[config.mk]
export PLATFORM = sky130hd
export DESIGN_NAME = uart_tx_framer
export DESIGN_NICKNAME = d
export VERILOG_FILES = /design/src/rtl/uart_pkg.sv /design/src/rtl/uart_tx_hold.sv /design/src/rtl/uart_tx_framer.sv
export SDC_FILE = /design/constraint.sdc
export NUM_CORES = 1
export LEC_CHECK = 0
export ABC_AREA = 1
export BUFFER_PORTS_ARGS = -buffer_cell sky130_fd_sc_hd__buf_2
export CAP_MARGIN = 10
export CORE_UTILIZATION = 55
export CTS_CLUSTER_SIZE = 20
export DETAILED_ROUTE_END_ITERATION = 10
export GPL_TIMING_DRIVEN = 1
export PLACE_DENSITY = 0.87
export SYNTH_ARGS = -nofsm -noshare
export SYNTH_HDL_FRONTEND = slang
export SYNTH_SLANG_ARGS = --single-unit
export TNS_END_PERCENT = 100
[constraint.sdc]
create_clock -name i_clk -period 1.7 [get_ports i_clk]
set_input_delay 0.34 -clock i_clk [delete_from_list [all_inputs] [get_ports i_clk]]
set_output_delay 0.34 -clock i_clk [all_outputs]
set_load 0.005 [all_outputs]
[src/rtl/uart_pkg.sv]
// Shared UART definitions: FSM state encoding, parity modes and default timing constants.
// Pure declarations; no logic, no latency, no flow control.
package uart_pkg;

    typedef enum logic [2:0] {
        ST_IDLE  = 3'd0,
        ST_START = 3'd1,
        ST_DATA  = 3'd2,
        ST_PAR   = 3'd3,
        ST_STOP  = 3'd4
    } uart_state_t;

    localparam int PAR_NONE = 0;
    localparam int PAR_EVEN = 1;
    localparam int PAR_ODD  = 2;

    localparam int DEF_OVERSAMPLE = 16;
    localparam int DEF_BAUD_DIV   = 27;

    // Counter width that never collapses to zero bits for tiny ranges.
    function automatic int cnt_width(input int n);
        return (n <= 2) ? 1 : $clog2(n);
    endfunction

endpackage

[src/rtl/uart_tx_hold.sv]
// One-entry holding register: word appears on o_data/o_full the clock after i_valid & o_ready.
// o_ready drops while full; offers made then are ignored. i_load empties it (a new accept wins).
module uart_tx_hold #(
    parameter int NB_DATA = 8
) (
    input  logic               i_clk,
    input  logic               i_reset_n,
    input  logic               i_valid,
    input  logic [NB_DATA-1:0] i_data,
    output logic               o_ready,
    input  logic               i_load,
    output logic               o_full,
    output logic [NB_DATA-1:0] o_data
);

    logic               r_full;
    logic [NB_DATA-1:0] r_data;
    logic               w_accept;

    assign w_accept = i_valid & ~r_full;

    always_ff @(posedge i_clk or negedge i_reset_n) begin
        if (!i_reset_n) begin
            r_full <= 1'b0;
            r_data <= '0;
        end else if (w_accept) begin
            r_full <= 1'b1;
            r_data <= i_data;
        end else if (i_load) begin
            r_full <= 1'b0;
        end
    end

    assign o_ready = ~r_full;
    assign o_full  = r_full;
    assign o_data  = r_data;

endmodule

[src/rtl/uart_tx_framer.sv]
// Parametrised UART tx: start, NB_DATA bits LSB first, optional parity, NB_STOP stop bits.
// Line goes low 2 clocks after an accepted word; a held word starts 1 clock after o_done.
module uart_tx_framer
    import uart_pkg::*;
#(
    parameter int NB_DATA    = 8,
    parameter int OVERSAMPLE = DEF_OVERSAMPLE,
    parameter int PARITY     = PAR_NONE,
    parameter int NB_STOP    = 1
) (
    input  logic               i_clk,
    input  logic               i_reset_n,
    input  logic               i_tick,
    input  logic               i_valid,
    input  logic [NB_DATA-1:0] i_data,
    output logic               o_ready,
    output logic               o_tx_data,
    output logic               o_busy,
    output logic               o_done
);

    localparam int                TICK_W    = cnt_width(NB_STOP * OVERSAMPLE);
    localparam int                BIT_W     = cnt_width(NB_DATA + 1);
    localparam logic [TICK_W-1:0] OS_LAST   = TICK_W'(OVERSAMPLE - 1);
    localparam logic [TICK_W-1:0] STOP_LAST = TICK_W'(NB_STOP * OVERSAMPLE - 1);
    localparam logic [BIT_W-1:0]  BIT_LAST  = BIT_W'(NB_DATA - 1);
    localparam logic              ODD_FLIP  = (PARITY == PAR_ODD);

    uart_state_t        r_state, w_state_nxt;
    logic [NB_DATA-1:0] r_shift, w_shift_nxt;
    logic               r_parity, w_parity_nxt;
    logic [TICK_W-1:0]  r_tick_cnt, w_tick_nxt;
    logic [BIT_W-1:0]   r_bit_cnt, w_bit_nxt;
    logic               r_tx, w_tx_nxt;
    logic               r_done, w_done_nxt;
    logic               w_load;
    logic               w_hold_full;
    logic [NB_DATA-1:0] w_hold_dat;
    logic               w_bit_end;
    logic               w_stop_end;

    uart_tx_hold #(
        .NB_DATA (NB_DATA)
    ) u_hold (
        .i_clk     (i_clk),
        .i_reset_n (i_reset_n),
        .i_valid   (i_valid),
        .i_data    (i_data),
        .o_ready   (o_ready),
        .i_load    (w_load),
        .o_full    (w_hold_full),
        .o_data    (w_hold_dat)
    );

    assign w_bit_end  = i_tick && (r_tick_cnt == OS_LAST);
    assign w_stop_end = i_tick && (r_tick_cnt == STOP_LAST);

    always_comb begin
        w_state_nxt  = r_state;
        w_shift_nxt  = r_shift;
        w_parity_nxt = r_parity;
        w_tick_nxt   = r_tick_cnt;
        w_bit_nxt    = r_bit_cnt;
        w_done_nxt   = 1'b0;
        w_load       = 1'b0;
        w_tx_nxt     = 1'b1;

        case (r_state)
            ST_IDLE: begin
                if (w_hold_full) begin
                    w_load       = 1'b1;
                    w_shift_nxt  = w_hold_dat;
                    w_parity_nxt = (^w_hold_dat) ^ ODD_FLIP;
                    w_tick_nxt   = '0;
                    w_state_nxt  = ST_START;
                end
            end
            ST_START: begin
                if (w_bit_end) begin
                    w_tick_nxt  = '0;
                    w_bit_nxt   = '0;
                    w_state_nxt = ST_DATA;
                end else if (i_tick) begin
                    w_tick_nxt = r_tick_cnt + 1'b1;
                end
            end
            ST_DATA: begin
                if (w_bit_end) begin
                    w_tick_nxt  = '0;
                    w_shift_nxt = r_shift >> 1;
                    if (r_bit_cnt == BIT_LAST) begin
                        w_state_nxt = (PARITY != PAR_NONE) ? ST_PAR : ST_STOP;
                    end else begin
                        w_bit_nxt = r_bit_cnt + 1'b1;
                    end
                end else if (i_tick) begin
                    w_tick_nxt = r_tick_cnt + 1'b1;
                end
            end
            ST_PAR: begin
                if (w_bit_end) begin
                    w_tick_nxt  = '0;
                    w_state_nxt = ST_STOP;
                end else if (i_tick) begin
                    w_tick_nxt = r_tick_cnt + 1'b1;
                end
            end
            ST_STOP: begin
                if (w_stop_end) begin
                    w_tick_nxt  = '0;
                    w_done_nxt  = 1'b1;
                    w_state_nxt = ST_IDLE;
                end else if (i_tick) begin
                    w_tick_nxt = r_tick_cnt + 1'b1;
                end
            end
            default: begin
                w_state_nxt = ST_IDLE;
            end
        endcase

        // Line is registered from next-state values so it changes with the state itself.
        case (w_state_nxt)
            ST_START: w_tx_nxt = 1'b0;
            ST_DATA:  w_tx_nxt = w_shift_nxt[0];
            ST_PAR:   w_tx_nxt = w_parity_nxt;
            default:  w_tx_nxt = 1'b1;
        endcase
    end

    always_ff @(posedge i_clk or negedge i_reset_n) begin
        if (!i_reset_n) begin
            r_state    <= ST_IDLE;
            r_shift    <= '0;
            r_parity   <= 1'b0;
            r_tick_cnt <= '0;
            r_bit_cnt  <= '0;
            r_tx       <= 1'b1;
            r_done     <= 1'b0;
        end else begin
            r_state    <= w_state_nxt;
            r_shift    <= w_shift_nxt;
            r_parity   <= w_parity_nxt;
            r_tick_cnt <= w_tick_nxt;
            r_bit_cnt  <= w_bit_nxt;
            r_tx       <= w_tx_nxt;
            r_done     <= w_done_nxt;
        end
    end

    assign o_tx_data = r_tx;
    assign o_done    = r_done;
    assign o_busy    = (r_state != ST_IDLE);

endmodule

==> impl_metrics.ini <==
[outcome]
status = finished, final reports clean

[final_layout]
fin_nets = 240
antenna_cells = 0
finish.utilization_pct = 64.24
layout-drive-gt1-share_pct = 16.74
mostFrequentLayoutCell = nand2_1
syn_to_final_growth_pct = 9.091
mostFrequentLayoutCells = nand2_1, dfrtp_1, inv_1

[synth]
syn_avg_cell_area_sq_um = 7.951
yosysUniqueCellTypes = 26
ys_warn_count = 0
synthArstFlopShare_pct = 100.0
seq_area_frac_synth_pct = 47.44
syn-num-nets = 220
synth_edf_count = 0
yosys_most_used_dff = dfrtp_1
synthCells = 206
synth_area_sq_mm = 0.001638
yosys_register_bits = 31

[routing]
num_vias = 1320
wire_per_inst_um = 11.69
ant_nets = 0
dr.pass1.iters = 4
viasPerCell = 5.116
drcViolationCount = 0
drt_wl_total_um = 3017
first_iter_violations = 48

[place]
portBuffers = 15
place.gp.congestion = 0.8040
dpl.hpwl_um = 2223
dp_slack_ps = 164.5

[timing]
period_share_pct = 92.13
worst_slew_pin_slew_ps = 678.6
hold_viol = 0
period_needed_ps = 1566
relSlewSlack_pct = 54.76
fin_skew_ps = 2.728
tns_ps = 0
fmax_mhz = 638.5
drv_slew = 0
rsz0062_at_grt = no
finalWorstSetupSlack_ps = 133.8
setup_viol = 0

[grt]
grt_max_degree = 32
grt_pass1_wl_um = 5271
grt_pass1_vias = 1206
grt_usage_pct = 22.08
antenna_found_initial = 0
grt_overflow = 0

[clocking]
tritoncts = yes
hold_buffers = 0
clk_latency_ps = 330
cts_root_buf = clkbuf_4
ctsResizeCount = 0
cts_buffer_depth = 2
numCtsBuffers = 5
clk_pin_slew_ps = 100
cts.sinks = 31
cts_setup_buffers = 0
htreeDepth = 2

[floorplan]
die_height_um = 56.57
core_area_sq_mm = 0.002781
die_w_um = 56.57
die-area_sq_mm = 0.003200
ios = 16
start_util_pct = 58.88
num_rows = 19

[critical_path]
r2r-end = r_bit_cnt[3]
critical_path.endpoint_type = output port
required_ps = 1360
critPathKind = reg -> out
cp_max_fo = 6
crit_chain = nor2_2 -> nand2_2 -> buf_2
cpPeakStageDelay_ps = 470
path_buf_inv = 1
r2r_cells = 9
startpoint_type = flip-flop
cp_top_family = flip-flops
arrival_ps = 1230
reg2reg_slack_ps = 160
r2r-start = r_tick_cnt[0]
cp_slowest_cell = dfrtp_1

[worst_hold_path]
hp-class = in -> async

[job]
cap_violations = 0

[pwr]
ir_drop_uv = 981.1
pwr_density_cell_mw_per_mm2 = 1546
p_leak_nw = 0.9943
==> worst max path at each step <==
stage                              end  slack, ps           from  depth (start not counted)
after floorplan              o_tx_data        300  r_tick_cnt[0]                         10
after global placement       o_tx_data        240  r_tick_cnt[0]                         10
after detailed placement  r_bit_cnt[2]        160  r_tick_cnt[0]                          8
after CTS                       o_busy        130     r_state[1]                          3
after global routing      r_bit_cnt[3]         10  r_tick_cnt[0]                          8
final                           o_busy        130     r_state[1]                          3
==> layout make-up <==
cell class / count / area [sq um]
inverters: 24 / 95.09
clock buffers: 7 / 45.04
clock inverters: 1 / 5.005
flip-flops and latches: 31 / 777.0
multi-input cells: 149 / 750.7
well taps: 31 / 38.79
repair buffers: 15 / 75.07
fillers: 241 / 994.7
==> worst reg2reg max path, stage by stage, from the launching register on <==
cell,delay (ps)
dfrtp_1,410
ha_1,210
nand2_2,110
nor2_8,200
nand2_4,100
inv_6,120
nand2_4,80
o21ai_2,110
nand2_1,50
nor2_1,80
==> per-stage QoR <==
stage / power, mW / std cells / area, sq um / hold WS, ps
5_1_grt: 3.008 / 258 / 1787 / 76.57
6_report: 2.763 / 258 / 1787 / 34.56
2_1_floorplan: 2.104 / 206 / 1638 / 44.41
3_5_place_dp: 2.357 / 250 / 1737 / 420.4
4_1_cts: 2.783 / 258 / 1787 / 47.68
3_3_place_gp: 2.326 / 250 / 1737 / 413.0
==> flip-flops by register name (all words and copies together) (netlist names) <==
register and cells:
o_done 1, r_state 3, r_shift 8, r_parity 1
u_hold.o_full 1, r_bit_cnt 4, r_tick_cnt 4, o_tx_data 1
u_hold.o_data 8
==> cells by family (layout without fill, tap and decap cells) <==
group,Yosys count,after routing,synth area share (%)
flip-flops,31,31,47.44
AND/OR/NAND/NOR,114,114,31.09
AO/OA/AOI/OAI,31,31,12.15
adder cells (fa/ha/maj),2,2,1.528
XOR/XNOR,2,2,1.070
buffers and inverters,26,47,6.722
==> report_power, final <==
| group | total (mW) | switching (mW) | leakage (nW) | internal (mW) |
|---|---|---|---|---|
| Combinational | 1.11 | 0.687 | 0.610 | 0.418 |
| Sequential | 1.24 | 0.219 | 0.355 | 1.02 |
| Clock | 0.418 | 0.257 | 0.0293 | 0.161 |
==> routing by layer <==
metal	global-route usage (%)	up-vias	routed length, um	share of wire [%]
met1	30.40	596	1528	51
met2	32.77	20	1331	44
li1	-	699	-	-
met4	8.362	0	51	1.7
met3	6.912	5	106	3.5
met5	0	-	0	0
==> cells in the mapped netlist (3+ instances only) <==
cell type | number | area, sq um
dfrtp_1 | 30 | 750.7
o21ai_2 | 3 | 26.28
a22oi_1 | 5 | 37.54
nand3_1 | 14 | 70.07
a21oi_1 | 12 | 60.06
nand2_2 | 3 | 18.77
inv_1 | 23 | 86.33
nand2_1 | 71 | 266.5
o21ai_0 | 6 | 30.03
nor2_1 | 16 | 60.06
No activity file was read; power rests on OpenSTA's default activity.
